### src/rtl/debug_display_ctrl.sv
// Debug display controller: converts a selected pipeline PC, register or flag set
// into a multi-digit 7-segment image, one digit per cycle, committed atomically.
module debug_display_ctrl #(
    parameter int unsigned NUM_STAGES = 7,
    parameter int unsigned PC_W       = 7,
    parameter int unsigned OP_W       = 7,
    parameter int unsigned NUM_DIGITS = 6,
    parameter int unsigned VAL_W      = 20
) (
    input  logic                       clk,
    input  logic                       rst_n,
    input  logic [NUM_STAGES*PC_W-1:0] pc_bus,
    input  logic [NUM_STAGES*OP_W-1:0] opcode_bus,
    input  logic [31:0]                selected_register,
    input  logic [31:0]                status_register,
    input  logic [9:0]                 SW,
    output logic [NUM_DIGITS*7-1:0]    HEX,
    output logic [9:0]                 LEDR,
    output logic                       busy
);

    localparam int unsigned CNT_W = 4;
    localparam int unsigned SEG_W = 7;
    localparam logic [SEG_W-1:0] SEG_BLANK = 7'b1111111;
    localparam logic [SEG_W-1:0] SEG_DASH  = 7'b0111111;

    typedef enum logic [1:0] {CAPTURE, CONVERT, COMMIT} state_t;

    state_t                    state;
    logic [VAL_W-1:0]          val_sh;
    logic [3:0]                flags_sh;
    logic [9:0]                sw_sh;
    logic [NUM_DIGITS*4-1:0]   raw;
    logic [CNT_W-1:0]          cnt;
    logic [NUM_DIGITS*SEG_W-1:0] hex_q;

    logic [VAL_W-1:0]          sel_val_c;
    logic [OP_W-1:0]           sel_op_c;
    logic [3:0]                digit_c;
    logic [VAL_W-1:0]          val_next_c;
    logic [NUM_DIGITS*SEG_W-1:0] image_c;
    logic [7:0]                flags_ext_c;
    logic                      upper_zero_c;
    logic                      overflow_c;
    logic                      unused_c;

    function automatic logic [SEG_W-1:0] seg7(input logic [3:0] d);
        case (d)
            4'h0: seg7 = 7'b1000000;
            4'h1: seg7 = 7'b1111001;
            4'h2: seg7 = 7'b0100100;
            4'h3: seg7 = 7'b0110000;
            4'h4: seg7 = 7'b0011001;
            4'h5: seg7 = 7'b0010010;
            4'h6: seg7 = 7'b0000010;
            4'h7: seg7 = 7'b1111000;
            4'h8: seg7 = 7'b0000000;
            4'h9: seg7 = 7'b0010000;
            4'hA: seg7 = 7'b0001000;
            4'hB: seg7 = 7'b0000011;
            4'hC: seg7 = 7'b1000110;
            4'hD: seg7 = 7'b0100001;
            4'hE: seg7 = 7'b0000110;
            default: seg7 = 7'b0001110;
        endcase
    endfunction

    // Source select; out-of-range stage reads as zero value and zero opcode
    always_comb begin
        sel_val_c = '0;
        sel_op_c  = '0;
        if (SW[8]) begin
            sel_val_c = selected_register[VAL_W-1:0];
        end
        for (int s = 0; s < NUM_STAGES; s++) begin
            if (SW[2:0] == 3'(s)) begin
                if (!SW[8]) begin
                    sel_val_c = VAL_W'(pc_bus[s*PC_W +: PC_W]);
                end
                sel_op_c = opcode_bus[s*OP_W +: OP_W];
            end
        end
    end

    // One radix step per CONVERT cycle
    always_comb begin
        digit_c    = '0;
        val_next_c = '0;
        if (sw_sh[6]) begin
            digit_c    = val_sh[3:0];
            val_next_c = val_sh >> 4;
        end else begin
            digit_c    = 4'(val_sh % VAL_W'(10));
            val_next_c = val_sh / VAL_W'(10);
        end
    end

    // Final image: leftover value after all digits means it did not fit
    always_comb begin
        image_c      = '0;
        flags_ext_c  = 8'(flags_sh);
        upper_zero_c = 1'b1;
        overflow_c   = (val_sh != '0);
        for (int d = NUM_DIGITS - 1; d >= 0; d--) begin
            upper_zero_c = upper_zero_c & (raw[d*4 +: 4] == 4'd0);
            if (sw_sh[7]) begin
                image_c[d*SEG_W +: SEG_W] = (d < 4) ? seg7({3'b000, flags_ext_c[d]}) : SEG_BLANK;
            end else if (overflow_c) begin
                image_c[d*SEG_W +: SEG_W] = SEG_DASH;
            end else if ((d != 0) && upper_zero_c) begin
                image_c[d*SEG_W +: SEG_W] = SEG_BLANK;
            end else begin
                image_c[d*SEG_W +: SEG_W] = seg7(raw[d*4 +: 4]);
            end
        end
    end

    always_ff @(posedge clk or negedge rst_n) begin
        if (!rst_n) begin
            state    <= CAPTURE;
            hex_q    <= '1;
            busy     <= 1'b0;
            val_sh   <= '0;
            flags_sh <= '0;
            sw_sh    <= '0;
            raw      <= '0;
            cnt      <= '0;
        end else begin
            case (state)
                CAPTURE: begin
                    if (SW[9]) begin
                        val_sh   <= sel_val_c;
                        flags_sh <= status_register[31:28];
                        sw_sh    <= SW;
                        raw      <= '0;
                        cnt      <= '0;
                        busy     <= 1'b1;
                        state    <= CONVERT;
                    end
                end
                CONVERT: begin
                    if (SW != sw_sh) begin
                        busy  <= 1'b0;
                        state <= CAPTURE;
                    end else begin
                        // LSD enters at the top and ends up at digit 0 after the last shift
                        raw    <= {digit_c, raw[NUM_DIGITS*4-1:4]};
                        val_sh <= val_next_c;
                        cnt    <= cnt + CNT_W'(1);
                        if (cnt == CNT_W'(NUM_DIGITS - 1)) begin
                            state <= COMMIT;
                        end
                    end
                end
                COMMIT: begin
                    if (SW == sw_sh) begin
                        hex_q <= image_c;
                    end
                    busy  <= 1'b0;
                    state <= CAPTURE;
                end
                default: begin
                    busy  <= 1'b0;
                    state <= CAPTURE;
                end
            endcase
        end
    end

    assign HEX  = SW[9] ? hex_q : '1;
    assign LEDR = !SW[9] ? 10'h3FF : (SW[8] ? 10'h000 : 10'(sel_op_c));

    assign unused_c = ^{status_register, selected_register};

endmodule

### config.mk
export PLATFORM = sky130hd
export DESIGN_NAME = debug_display_ctrl
export DESIGN_NICKNAME = d
export VERILOG_FILES = /design/src/rtl/debug_display_ctrl.sv
export SDC_FILE = /design/constraint.sdc
export NUM_CORES = 1
export LEC_CHECK = 0
export ABC_AREA = 1
export BUFFER_PORTS_ARGS = -buffer_cell sky130_fd_sc_hd__clkbuf_2
export CORE_MARGIN = 4
export CORE_UTILIZATION = 59
export CTS_BUF_LIST = sky130_fd_sc_hd__clkbuf_4 sky130_fd_sc_hd__clkbuf_8 sky130_fd_sc_hd__clkbuf_16
export DETAILED_ROUTE_END_ITERATION = 10
export GPL_TIMING_DRIVEN = 1
export PLACE_DENSITY = 0.88
export SLEW_MARGIN = 20
export SYNTH_ARGS = -nofsm -noshare
export SYNTH_HDL_FRONTEND = slang
export SYNTH_SLANG_ARGS = --single-unit
### constraint.sdc
create_clock -name clk -period 16.6 [get_ports clk]
set_input_delay 0.83 -clock clk [delete_from_list [all_inputs] [get_ports clk]]
set_output_delay 0.83 -clock clk [all_outputs]
set_load 0.01 [all_outputs]
# After elaboration in Yosys (flattened, before gate mapping)

Memory sizes are Yosys's and may differ from the RTL's.
Index checks and enable logic that the tools add are counted.

Memories kept: 6
Output and inout bits: 53
Memory bits (read-only): 672
Flip-flop bits (word level): 107
Input port bits: 174

Reduce and logical (&&, ||, !) cells: 14
$add $sub $neg: 1
Divide/modulo/power cells: 2
Mux-type cells: 64
Bitwise gates (word level): 8
Eq/ne operators: 15

Memory list:

| name             | words | width | read ports | clocked after memory_dff | write ports | line | source |
|---|---|---|---|---|---|---|---|
| (name not given) | 16    | 7     | 1          | 0                        | 0           | 48   | `case (d)` |
| (name not given) | 16    | 7     | 1          | 0                        | 0           | 48   |  |
| (name not given) | 16    | 7     | 1          | 0                        | 0           | 48   |  |
| (name not given) | 16    | 7     | 1          | 0                        | 0           | 48   |  |
| (name not given) | 16    | 7     | 1          | 0                        | 0           | 48   |  |
| (name not given) | 16    | 7     | 1          | 0                        | 0           | 48   |  |

Operators with widths:

| kind                                                | count |
|---|---|
| 2-to-1 mux 20 bit                                   | 18 |
| 2-to-1 mux 7 bit                                    | 25 |
| one-hot mux 7 bit (2 select lines)                  | 4 |
| 2-to-1 mux 24 bit                                   | 2 |
| one-hot mux 24 bit (2 select lines)                 | 1 |
| 2-to-1 mux 42 bit                                   | 1 |
| one-hot mux 20 bit (2 select lines)                 | 1 |
| divider 20 x 4 -> 20 bit, second input constant     | 1 |
| zero test 4 bit                                     | 5 |
| modulo 20 x 4 -> 20 bit, second input constant      | 1 |
| nonzero test 20 bit                                 | 1 |
| 2-to-1 mux 4 bit                                    | 3 |
| equality test 10 bit                                | 1 |
| 2-to-1 mux 10 bit                                   | 1 |
| inequality test 10 bit                              | 1 |
| equality test 3 bit, second input constant          | 3 |
| one-hot mux 4 bit (2 select lines)                  | 1 |
| AND reduction 2 bit                                 | 4 |
| equality test 3 x 2 -> 1 bit, second input constant | 2 |
| 2-to-1 mux 2 bit                                    | 3 |
| inequality test 2 bit, second input constant        | 3 |
| adder 4 x 1 -> 4 bit, second input constant         | 1 |
| AND 1 bit                                           | 4 |
| equality test 4 x 3 -> 1 bit, second input constant | 1 |
| 12 further kinds                                    | 16 |

# Longest topological paths before layout

Gate-level depths: netlist of the first run.

Depth after elaboration: 17
Mapped depth: 84
Gate-level depth less buffers: 84

# Least setup slack after synthesis of the first run

OpenSTA, ideal clock, no wires.

Path type: register -> register
Start: register val_sh[18]
End: register raw[22]
Setup time: 0.116 ns
Buffers on the path: 0
Clock period less this slack: 5.810 ns
Arrival time: 5.693 ns
Setup slack: 10.790 ns
Cell stages (with the launch flop): 72
Cells stage by stage: dfrtp_1 inv_1 nand2_2 nor2_2 o21ai_0 nand2_2 nand2_1 nand2_2 nand3_1 nand2_2 nand2_2 nand2_4 nand2_1 nand2_2 nand2_4 nand2_4 a21boi_1 o21ai_2 (+36 left out) nand2_2 nand2_1 nand2_1 inv_2 o21ai_1 nand2_2 nand2_1 nand2_2 nand2_2 nand2_1 nand2_1 inv_1 ha_1 inv_1 nand2_1 nand3_1 nand2_1 nand2_1

Word-level cells in the longest chain between the ends: 4

Ends and longest elaborated chain:

| element                             | line | source |
|---|---|---|
| from (decl)                         | 30   | `logic [VAL_W-1:0] val_sh;` |
| from (signal assigned)              | 132  | `val_sh <= sel_val_c;` |
| from (signal assigned)              | 148  | `val_sh <= val_next_c;` |
| modulo 20 x 4 -> 20 bit             | 93   | `digit_c = 4'(val_sh % VAL_W'(10));` |
| 2-to-1 mux 4 bit                    | 89   | `if (sw_sh[6]) begin` |
| 2-to-1 mux 24 bit                   | 142  | `if (SW != sw_sh) begin` |
| one-hot mux 24 bit (2 select lines) | 129  | `case (state)` |
| to (signal assigned)                | 147  | `raw <= {digit_c, raw[NUM_DIGITS*4-1:4]};` |
| to (decl)                           | 33   | `logic [NUM_DIGITS*4-1:0] raw;` |

Every way passes these cells. The select of a mux whose other input is x is not followed.
A chain may end at the register's enable or synchronous reset.

# Final worst setup path of the first run

Start: register val_sh[19]
End: register raw[22]

Same word-level chain as after synthesis.

==> flow_summary.html, run 1 <==
<table>
<tr><th>Metric</th><th>Value</th></tr>
<tr><th colspan="2">Critical path</th></tr>
<tr><td>Worst reg2reg path startpoint</td><td>val_sh[19]$_DFFE_PN0P_</td></tr>
<tr><td>Reg2Reg Setup Slack</td><td>between 9 and 10 ns</td></tr>
<tr><td>Startpoint types</td><td>flip-flop</td></tr>
<tr><td>Standard cell with the maximum stage delay on the critical path</td><td>dfrtp_1</td></tr>
<tr><td>Dominant cell type by count on the critical path</td><td>nand2_2</td></tr>
<tr><td>Critical path required time</td><td>16.85 ns</td></tr>
<tr><td>Largest driver fanout on the critical path</td><td>6</td></tr>
<tr><td>R2r worst-path depth</td><td>74</td></tr>
<tr><td>Highest cell delay on the worst timing path</td><td>around 0.43 ns</td></tr>
<tr><td>Kind of capture point of the worst setup path</td><td>flip-flop</td></tr>
<tr><td>CP Class</td><td>flip-flop to flip-flop</td></tr>
<tr><td>Worst reg2reg endpoint</td><td>raw[22]$_DFFE_PN0P_</td></tr>
<tr><td>Arr. time, crit path</td><td>between 7 and 8 ns</td></tr>
<tr><th colspan="2">Clock network</th></tr>
<tr><td>Number of clock buffers inserted by TritonCTS</td><td>9</td></tr>
<tr><td>TritonCTS clock tree</td><td>yes</td></tr>
<tr><td>Number of buffers inserted for hold repair after clock tree synthesis</td><td>0</td></tr>
<tr><td>Clock-pin slew of the registers on the worst-case setup and hold paths</td><td>0.07 ns</td></tr>
<tr><td>Post-CTS setup buffer count</td><td>0</td></tr>
<tr><td>Number of gates resized after CTS</td><td>0</td></tr>
<tr><td>Buffers from clock root to sink, at most</td><td>2</td></tr>
<tr><td>Clock tree root driver cell</td><td>clkbuf_16</td></tr>
<tr><td>Clk sink count</td><td>107</td></tr>
<tr><td>CTS H-tree depth</td><td>3</td></tr>
<tr><td>Clk Latency, worst-skew pair</td><td>0.35 ns</td></tr>
<tr><th colspan="2">Logic synthesis</th></tr>
<tr><td>Number of distinct library cells after synthesis</td><td>45</td></tr>
<tr><td>Syn_nets</td><td>between 1000 and 1500</td></tr>
<tr><td>Cell count after synthesis</td><td>1259</td></tr>
<tr><td>Average cell area after synthesis</td><td>6.864 um^2</td></tr>
<tr><td>Synthesized cell area</td><td>just under 9000 um^2</td></tr>
<tr><td>FF+latch count, synth</td><td>107</td></tr>
<tr><td>Sequential element share of the synthesized area</td><td>31.59%</td></tr>
<tr><td>Total of warnings raised by yosys</td><td>0</td></tr>
<tr><th colspan="2">GRT</th></tr>
<tr><td>Global routing usage on met2</td><td>51.95%</td></tr>
<tr><td>Global route total overflow</td><td>0</td></tr>
<tr><td>Layer carrying the most global-route usage</td><td>met2</td></tr>
<tr><td>Antenna violations before repair</td><td>0</td></tr>
<tr><td>GRT met3 Usage</td><td>between 4 and 5%</td></tr>
<tr><td>Via count of the first global-routing pass</td><td>8839</td></tr>
<tr><td>Pin count of the biggest net entering global routing</td><td>65</td></tr>
<tr><td>Global-route wire length before repair</td><td>41610 um</td></tr>
<tr><td>Global routing usage summed across all routing layers</td><td>30.59%</td></tr>
<tr><td>Met1 global-route usage</td><td>38.84%</td></tr>
<tr><th colspan="2">Drt</th></tr>
<tr><td>Count of vias placed by the detailed router</td><td>just over 9000</td></tr>
<tr><td>Post-DRT Antenna Nets</td><td>0</td></tr>
<tr><td>Vias per Instance</td><td>5.829</td></tr>
<tr><td>Final wirelength</td><td>25380 um</td></tr>
<tr><td>Number of search-and-repair iterations in the first detailed-routing pass</td><td>6</td></tr>
<tr><td>Average wire length per cell after detail routing</td><td>around 16 um</td></tr>
<tr><td>DRC violation count after routing</td><td>0</td></tr>
<tr><td>First DRT Iteration DRCs</td><td>904</td></tr>
<tr><th colspan="2">Floorplanning</th></tr>
<tr><td>Boundary pin count</td><td>227</td></tr>
<tr><td>Number of rows in the core area</td><td>43</td></tr>
<tr><td>Core Region</td><td>14100 um^2</td></tr>
<tr><td>Total Die Area</td><td>approximately 17000 um^2</td></tr>
<tr><td>Chip Width</td><td>129.0 um</td></tr>
<tr><td>Die height</td><td>129.0 um</td></tr>
<tr><td>Initial Util</td><td>61.31%</td></tr>
<tr><th colspan="2">STA</th></tr>
<tr><td>Unrepaired setup endpoints after global routing</td><td>false</td></tr>
<tr><td>Final hold vios</td><td>0</td></tr>
<tr><td>Maximum achievable frequency</td><td>between 0.1 and 0.15 GHz</td></tr>
<tr><td>Final-report setup violation count</td><td>0</td></tr>
<tr><td>Final sum of negative setup slack</td><td>0 ns</td></tr>
<tr><td>Final period util</td><td>between 40% and 50%</td></tr>
<tr><td>Shortest clock period the worst path allows after layout</td><td>6.880 ns</td></tr>
<tr><td>Worst Tran Pin Value</td><td>approximately 1.0 ns</td></tr>
<tr><td>Max Transition Viols Final</td><td>0</td></tr>
<tr><td>Worst slew margin relative to its limit</td><td>30.62%</td></tr>
<tr><td>Clock Skews</td><td>0.005676 ns</td></tr>
<tr><th colspan="2">Placement</th></tr>
<tr><td>Final weighted congestion in routability-driven placement</td><td>between 0.9 and 1</td></tr>
<tr><td>IO Port Bufs</td><td>186</td></tr>
<tr><td>Detailed placer's ending HPWL</td><td>19460 um</td></tr>
<tr><th colspan="2">Final layout</th></tr>
<tr><td>Layout cells sized above 1</td><td>24.82%</td></tr>
<tr><td>Nets@finish</td><td>1626</td></tr>
<tr><td>Fill count</td><td>1211</td></tr>
<tr><td>Antenna diode count</td><td>0</td></tr>
<tr><td>P&amp;R area growth vs syn</td><td>15.39%</td></tr>
<tr><td>FF/Latch Area</td><td>between 2000 and 3000 um^2</td></tr>
<tr><td>Footprint of the multi-input gates</td><td>about 5000 um^2</td></tr>
<tr><td>Final core area utilization</td><td>70.74%</td></tr>
<tr><th colspan="2">Job</th></tr>
<tr><td>Number of max-cap violations</td><td>0</td></tr>
<tr><th colspan="2">Outcome</th></tr>
<tr><td>Run status</td><td>complete, no violations</td></tr>
<tr><th colspan="2">Worst hold path</th></tr>
<tr><td>Class of the most critical hold timing path</td><td>primary input to async pin</td></tr>
</table>
## per-layer routing
metal	up-vias	wire [um]
met5	-	0
met4	0	929
met3	57	1822
met2	420	12360
met1	4283	10260
li1	4554	-
## worst max-delay path: cells and delay by family, from the launching register on
family	cells	cell delay (ns)
simple gates	61	4.99
compound gates	2	0.49
buf+inv	10	0.59
fa+ha+maj	1	0.26
flops	1	0.43
## final cells by class
cell class,count,share of cell area (%)
timing repair buffer,195,10.04
sequential,107,27.38
clock inverter,5,0.6148
multi-input combinational,922,50.60
clock buffer,11,2.409
inverter,178,6.700
tap,180,2.258
## cells in the mapped netlist
| library cell | count | area, um^2 |
|---|---|---|
| nor3_1 | 27 | 135.1 |
| dfstp_2 | 42 | 1104 |
| a211oi_1 | 9 | 67.56 |
| o21a_1 | 1 | 7.510 |
| nand3_1 | 114 | 570.6 |
| ha_1 | 39 | 488.0 |
| o41ai_1 | 2 | 17.52 |
| nand3b_1 | 1 | 7.510 |
| or2_2 | 4 | 25.02 |
| xor2_1 | 3 | 26.28 |
| o21bai_2 | 1 | 11.26 |
| o21ai_1 | 5 | 25.02 |
| nand2_2 | 46 | 287.8 |
| o21ai_0 | 109 | 545.5 |
| nor2_2 | 1 | 6.260 |
| o221ai_1 | 7 | 61.31 |
| nand2_4 | 9 | 101.4 |
| nor2_1 | 67 | 251.5 |
| mux2i_1 | 2 | 20.02 |
| clkinv_1 | 2 | 7.510 |
| a31oi_2 | 1 | 12.51 |
| dfrtp_1 | 65 | 1627 |
| nand4_1 | 9 | 56.30 |
| nand3_2 | 13 | 130.1 |
| a311oi_1 | 5 | 43.79 |
| a21boi_1 | 1 | 7.510 |
| inv_1 | 154 | 578.1 |
| o21ai_2 | 1 | 8.760 |
| a2111oi_0 | 2 | 17.52 |
| o2111ai_1 | 3 | 26.28 |
| o31ai_1 | 5 | 37.54 |
| a32oi_1 | 6 | 52.55 |
| nand2_1 | 275 | 1032 |
| a22oi_1 | 27 | 202.7 |
| clkbuf_1 | 50 | 187.7 |
| xnor2_1 | 4 | 35.03 |
| buf_4 | 2 | 15.01 |
| a21oi_1 | 64 | 320.3 |
| a21o_1 | 1 | 7.510 |
| a221oi_1 | 8 | 70.07 |
| o22ai_1 | 29 | 181.4 |
| a31oi_1 | 8 | 50.05 |
| nor4_1 | 3 | 18.77 |
| o211ai_1 | 10 | 75.07 |
| inv_2 | 22 | 82.58 |
## how the worst max path moves through the flow
stage                           startpoint             endpoint  slack, ns  cells past startpoint
finish              val_sh[19]$_DFFE_PN0P_  raw[22]$_DFFE_PN0P_       9.72                     74
global route        val_sh[18]$_DFFE_PN0P_  raw[22]$_DFFE_PN0P_       8.85                     72
CTS                 val_sh[18]$_DFFE_PN0P_  raw[22]$_DFFE_PN0P_       9.80                     71
detailed placement  val_sh[19]$_DFFE_PN0P_  raw[22]$_DFFE_PN0P_       9.88                     71
global placement    val_sh[18]$_DFFE_PN0P_  raw[22]$_DFFE_PN0P_      10.16                     74
floorplan           val_sh[18]$_DFFE_PN0P_  raw[22]$_DFFE_PN0P_      10.79                     71
## placed cells by master, fill, tap and decap left out, types with 6 or more instances in the layout
master	netlist	routed
clkbuf_16	0	9
nor2_1	67	67
nand2_4	9	9
a221oi_1	8	8
nand3_1	114	114
a32oi_1	6	6
a211oi_1	9	9
a31oi_1	8	8
o221ai_1	7	7
inv_1	154	154
nand2_2	46	46
dfrtp_1	65	65
nand4_1	9	9
o21ai_0	109	109
a22oi_1	27	27
inv_2	22	22
o211ai_1	10	10
nand2_1	275	275
nand3_2	13	13
o22ai_1	29	29
nor3_1	27	26
ha_1	39	39
clkbuf_2	0	185
dfstp_2	42	42
buf_4	2	10
a21oi_1	64	64
## flip-flops by register name, indices dropped and copies added, names as in the netlist
register,cells
val_sh,20
sw_sh,10
hex_q,42
busy,1
flags_sh,4
raw,24
cnt,4
state,2
## kinds of logic (layout without fill, tap and decap cells)
kind of cell / count (synthesis) / after routing / share of synthesized area [%]
and+or+nand+nor: 569 / 569 / 30.35
adders and majority gates: 39 / 39 / 5.646
DFF: 107 / 107 / 31.59
xor gates and xnor gates: 7 / 7 / 0.7094
buffers and inverters: 230 / 389 / 10.08
AOI/OAI and AO/OA: 305 / 305 / 21.40
muxes: 2 / 2 / 0.2317
## stage by stage
stage          worst slack (ns)  cells  area [um^2]  hold WS, ns
4_1_cts                   9.799   1598         9972       0.4777
2_1_floorplan             10.79   1259         8642       0.4422
3_3_place_gp              10.16   1582         9671       0.4567
5_1_grt                   8.847   1598         9972       0.4954
3_5_place_dp              9.875   1582         9671       0.4608
6_report                  9.720   1598         9972       0.4673
Power of run 1 is left out: the tool's default activity adds up to more than one toggle a clock period on the data nets, which glitch-free logic cannot reach.
==> run 2: changes to the inputs <==
Settings changed: ABC_AREA 1 to 0, CORE_UTILIZATION 59 to 51, PLACE_DENSITY 0.88 to 0.79.
Clock period 16.6 ns to 5.8 ns, I/O delays scaled along.
==> run 2 against run 1 <==
Highest routed layer unchanged. Register-to-register slack got worse by 11 ns. The flow now finishes with violations (negative setup slack). Critical path depth decreased by 46. Synthesized cell count fell by 1.2%. Critical path type unchanged. Cell count grew 11%. Flip-flop and latch count did not move. Worst hold slack got worse by 0.35 ns.
==> flow_summary.html, run 2 <==
<table>
<tr><th>Metric</th><th>Value</th></tr>
<tr><th colspan="2">Drt</th></tr>
<tr><td>DRC violation count after routing</td><td>0 (unchanged)</td></tr>
<tr><td>Number of search-and-repair iterations in the first detailed-routing pass</td><td>6 (unchanged)</td></tr>
<tr><td>Count of vias placed by the detailed router</td><td>11068 (+19%)</td></tr>
<tr><td>Post-DRT Antenna Nets</td><td>0 (unchanged)</td></tr>
<tr><td>Average wire length per cell after detail routing</td><td>18.46 um (+16%)</td></tr>
<tr><td>Vias per Instance</td><td>6.239 (+7.0%)</td></tr>
<tr><td>Final wirelength</td><td>32750 um (+29%)</td></tr>
<tr><td>First DRT Iteration DRCs</td><td>1121 (+24%)</td></tr>
<tr><th colspan="2">Logic synthesis</th></tr>
<tr><td>FF+latch count, synth</td><td>107 (unchanged)</td></tr>
<tr><td>Synth area leader</td><td>dfrtp_1</td></tr>
<tr><td>Async set-or-reset flop fraction in the synthesized netlist</td><td>100.0% (unchanged)</td></tr>
<tr><td>Number of distinct library cells after synthesis</td><td>101 (+120%)</td></tr>
<tr><td>Sequential element share of the synthesized area</td><td>27.60% (-4.0 points)</td></tr>
<tr><td>Most used DFF post-synth</td><td>dfrtp_1</td></tr>
<tr><td>Fraction of post-synthesis cell area in the top cell type by area</td><td>16.44% (-2.4 points)</td></tr>
<tr><td>Total of warnings raised by yosys</td><td>0 (unchanged)</td></tr>
<tr><td>Library cell with the highest instance count after synthesis</td><td>nand2_1</td></tr>
<tr><td>Number of enable-type register cells in the synthesized netlist</td><td>0 (unchanged)</td></tr>
<tr><td>Cell count after synthesis</td><td>1244 (-1.2%)</td></tr>
<tr><td>Leading cell types by total area after synthesis</td><td>dfrtp_1 (16%), dfstp_2 (11%), o21ai_0 (5.9%)</td></tr>
<tr><td>Most instantiated cells after synthesis</td><td>nand2_1 (131), o21ai_0 (117), nor2_1 (109), clkbuf_1 (86), dfrtp_1 (65)</td></tr>
<tr><td>Syn_nets</td><td>1457 (-1.0%)</td></tr>
<tr><td>Average cell area after synthesis</td><td>7.953 um^2 (+16%)</td></tr>
<tr><td>Synthesized cell area</td><td>9893 um^2 (+14%)</td></tr>
<tr><th colspan="2">Final layout</th></tr>
<tr><td>FF/Latch Area</td><td>2733 um^2 (about the same)</td></tr>
<tr><td>Largest register FFs</td><td>42 (unchanged)</td></tr>
<tr><td>Nets@finish</td><td>1722 (+5.9%)</td></tr>
<tr><td>Post-layout instance area</td><td>12990 um^2 (+30%)</td></tr>
<tr><td>Largest registers</td><td>hex_q: 42 flops, raw: 24 flops, val_sh: 20 flops</td></tr>
<tr><td>Leading cell type in the layout, fill and taps excluded</td><td>clkbuf_2</td></tr>
<tr><td>Commonest cells after routing, fill and taps aside</td><td>clkbuf_2 (185), buf_4 (164), nand2_1 (129)</td></tr>
<tr><td>Fill count</td><td>1555 (+28%)</td></tr>
<tr><td>Layout cells sized above 1</td><td>35.93% (+11 points)</td></tr>
<tr><td>Largest register by flop count</td><td>hex_q</td></tr>
<tr><td>Footprint of the multi-input gates</td><td>7008 um^2 (+39%)</td></tr>
<tr><td>Antenna diode count</td><td>0 (unchanged)</td></tr>
<tr><td>P&amp;R area growth vs syn</td><td>31.26%</td></tr>
<tr><th colspan="2">Critical path</th></tr>
<tr><td>Arr. time, crit path</td><td>7.10 ns (-0.03 ns)</td></tr>
<tr><td>Buffers plus inverters on the worst setup path</td><td>7 (-3)</td></tr>
<tr><td>Logic depth of the worst path, buffers included</td><td>28 (-62%)</td></tr>
<tr><td>Largest driver fanout on the critical path</td><td>7 (+1)</td></tr>
<tr><td>Cell type group with the largest total delay on the critical path</td><td>compound AO/OA/AOI/OAI gates</td></tr>
<tr><td>R2r worst-path depth</td><td>28 (-62%)</td></tr>
<tr><td>Dominant cell type by count on the critical path</td><td>buf_4</td></tr>
<tr><td>Startpoint types</td><td>flip-flop</td></tr>
<tr><td>Reg2Reg Setup Slack</td><td>-1.04 ns (-10.76 ns)</td></tr>
<tr><td>Worst reg2reg endpoint</td><td>raw[23]$_DFFE_PN0P_</td></tr>
<tr><td>CP Class</td><td>flip-flop to flip-flop</td></tr>
<tr><td>Kind of capture point of the worst setup path</td><td>flip-flop</td></tr>
<tr><td>Standard cell with the maximum stage delay on the critical path</td><td>a2111oi_1</td></tr>
<tr><td>Critical path required time</td><td>6.07 ns (-10.78 ns)</td></tr>
<tr><td>Highest cell delay on the worst timing path</td><td>0.55 ns (+0.12 ns)</td></tr>
<tr><td>Worst reg2reg path startpoint</td><td>val_sh[15]$_DFFE_PN0P_</td></tr>
<tr><th colspan="2">STA</th></tr>
<tr><td>Worst Tran Pin Value</td><td>0.9902 ns (-0.05048 ns)</td></tr>
<tr><td>Maximum achievable frequency</td><td>0.1463 GHz (+0.64%)</td></tr>
<tr><td>Unrepaired setup endpoints after global routing</td><td>true</td></tr>
<tr><td>Worst slew margin relative to its limit</td><td>33.99% (+3.4 points)</td></tr>
<tr><td>WHS</td><td>0.1143 ns (-0.3530 ns)</td></tr>
<tr><td>Final-report setup violation count</td><td>6 (+6)</td></tr>
<tr><td>Max Transition Viols Final</td><td>0 (unchanged)</td></tr>
<tr><td>Final hold vios</td><td>0 (unchanged)</td></tr>
<tr><td>Shortest clock period the worst path allows after layout</td><td>6.836 ns (-0.04358 ns)</td></tr>
<tr><td>Post-layout worst setup margin</td><td>-1.036 ns (-10.76 ns)</td></tr>
<tr><td>Final period util</td><td>117.9% (+76 points)</td></tr>
<tr><td>Clock Skews</td><td>0.01093 ns (+0.005251 ns)</td></tr>
<tr><th colspan="2">GRT</th></tr>
<tr><td>Layer carrying the most global-route usage</td><td>met2</td></tr>
<tr><td>Global routing usage on met2</td><td>48.71% (-3.2 points)</td></tr>
<tr><td>Pin count of the biggest net entering global routing</td><td>75 (+15%)</td></tr>
<tr><td>Global route total overflow</td><td>0 (unchanged)</td></tr>
<tr><td>GRT met3 Usage</td><td>3.578% (-1.3 points)</td></tr>
<tr><td>Global routing usage summed across all routing layers</td><td>28.71% (-1.9 points)</td></tr>
<tr><td>Met1 global-route usage</td><td>38.10% (-0.74 points)</td></tr>
<tr><td>Antenna violations before repair</td><td>0 (unchanged)</td></tr>
<tr><td>Global-route wire length before repair</td><td>52120 um (+25%)</td></tr>
<tr><td>Via count of the first global-routing pass</td><td>10496 (+19%)</td></tr>
<tr><th colspan="2">Placement</th></tr>
<tr><td>IO Port Bufs</td><td>186 (unchanged)</td></tr>
<tr><td>Worst setup timing slack at the placement stage</td><td>-0.8958 ns (-10.77 ns)</td></tr>
<tr><td>Detailed placer's ending HPWL</td><td>23330 um (+20%)</td></tr>
<tr><td>Post-DP Area</td><td>11920 um^2 (+23%)</td></tr>
<tr><td>Final weighted congestion in routability-driven placement</td><td>0.9671 (-2.6%)</td></tr>
<tr><th colspan="2">Floorplanning</th></tr>
<tr><td>Die height</td><td>147.3 um (+14%)</td></tr>
<tr><td>Number of rows in the core area</td><td>50 (+16%)</td></tr>
<tr><td>Core Region</td><td>18890 um^2 (+34%)</td></tr>
<tr><td>Initial Util</td><td>52.36% (-8.9 points)</td></tr>
<tr><td>Total Die Area</td><td>21690 um^2 (+30%)</td></tr>
<tr><td>Chip Width</td><td>147.3 um (+14%)</td></tr>
<tr><td>Boundary pin count</td><td>227 (unchanged)</td></tr>
<tr><th colspan="2">Worst hold path</th></tr>
<tr><td>Worst hold path endpoint</td><td>flags_sh[0]$_DFFE_PN0P_</td></tr>
<tr><td>WHS Path Cells</td><td>3</td></tr>
<tr><td>Class of the most critical hold timing path</td><td>primary input to flip-flop</td></tr>
<tr><td>Worst Hold Launch</td><td>status_register[28]</td></tr>
<tr><th colspan="2">Power</th></tr>
<tr><td>Maximum resistive drop on vdd</td><td>0.3563 mV</td></tr>
<tr><td>Reported leakage power</td><td>5.616 nW</td></tr>
<tr><td>PD cells</td><td>between 400 and 500 nW/um^2</td></tr>
<tr><th colspan="2">Clock network</th></tr>
<tr><td>Buffers from clock root to sink, at most</td><td>2 (unchanged)</td></tr>
<tr><td>CTS H-tree depth</td><td>3 (unchanged)</td></tr>
<tr><td>Clk sink count</td><td>107 (unchanged)</td></tr>
<tr><td>TritonCTS clock tree</td><td>yes</td></tr>
<tr><td>Clk Latency, worst-skew pair</td><td>0.37 ns (+0.02 ns)</td></tr>
<tr><td>Clock-pin slew of the registers on the worst-case setup and hold paths</td><td>0.08 ns (about the same)</td></tr>
<tr><td>Number of clock buffers inserted by TritonCTS</td><td>9 (unchanged)</td></tr>
<tr><td>Clock tree root driver cell</td><td>clkbuf_16</td></tr>
<tr><th colspan="2">Outcome</th></tr>
<tr><td>Failing checks</td><td>negative setup slack</td></tr>
<tr><td>Run status</td><td>finished, violations left</td></tr>
<tr><th colspan="2">Job</th></tr>
<tr><td>Number of max-cap violations</td><td>0 (unchanged)</td></tr>
</table>
run 2: cell types whose count changed after synthesis, sizes merged, moves of 36 or more:
cell | previous run | this run
nand3 | 127 | 49
inv | 176 | 47
clkbuf | 50 | 86
nor2 | 68 | 109
nand2 | 330 | 131
nand2b | 0 | 49
run 2: cells by family after synthesis:
group                      share of synthesized area, %
and+or+nand+nor                                   22.94
AOI/OAI and AO/OA                                 29.10
buffers and inverters                             6.754
DFF                                               27.60
muxes                                             6.640
adders and majority gates                         5.034
xor gates and xnor gates                          1.935
run 2: worst max path at each step:
stage	start	end	slack, ns
CTS	val_sh[15]$_DFFE_PN0P_	raw[23]$_DFFE_PN0P_	-0.70
global placement	val_sh[19]$_DFFE_PN0P_	raw[23]$_DFFE_PN0P_	-0.80
floorplan	val_sh[14]$_DFFE_PN0P_	raw[23]$_DFFE_PN0P_	-0.40
global route	val_sh[15]$_DFFE_PN0P_	raw[23]$_DFFE_PN0P_	-1.26
finish	val_sh[15]$_DFFE_PN0P_	raw[23]$_DFFE_PN0P_	-1.04
detailed placement	val_sh[19]$_DFFE_PN0P_	raw[23]$_DFFE_PN0P_	-0.90
run 2: worst register-to-register path, delay by kind of cell, from the launching register on:
family	cells	cell delay, ns
AOI/OAI and AO/OA	13	3.22
buffers and inverters	7	1.14
and+or+nand+nor	4	1.13
muxes	2	0.46
DFF	1	0.43
xor gates and xnor gates	2	0.36
run 2: layer usage:
| layer | up-vias | wire length [um] |
|---|---|---|
| li1 | 5154 | - |
| met1 | 5295 | 13680 |
| met2 | 548 | 15830 |
| met3 | 71 | 2416 |
| met4 | 0 | 830 |
| met5 | - | 0 |
run 2: cell type report:
type                    instances  share of cell area (%)
inverters                      52                   1.503
clock buffers                   9                   1.734
repair buffers                366                   18.54
flip-flops and latches        107                   21.04
well taps                     260                   2.505
clock inverters                 7                  0.7130
multi-input cells             973                   53.96
run 2: power breakdown:
part / switching (W) / internal (W)
sequential: 0.000109 / 0.000794
clock: 0.000338 / 0.000312
combinational: 0.00233 / 0.00232
run 2: timing repair:
action / 4_1_cts / 5_1_grt
cloned: 1 / 0
hold buffers: 1 / 0
pin swaps: 43 / 13
gates resized for setup: 69 / 24
setup buffers: 31 / 6
endpoints found under the setup margin: 6 / 7
hold endpoints to repair: 22 / 0
run 2: per-stage QoR:
stage	TNS [ns]	power, W	util [%]	cells
after floorplan	-0.5204	0.003088	-	1244
after global placement	-3.320	0.004536	63.07	1721
after detailed placement	-3.962	0.004540	63.07	1721
after CTS	-2.628	0.005871	67.82	1768
after global routing	-5.580	0.006547	68.74	1774
final	-4.002	0.006201	68.74	1774
(Power assumes the default switching activity.)
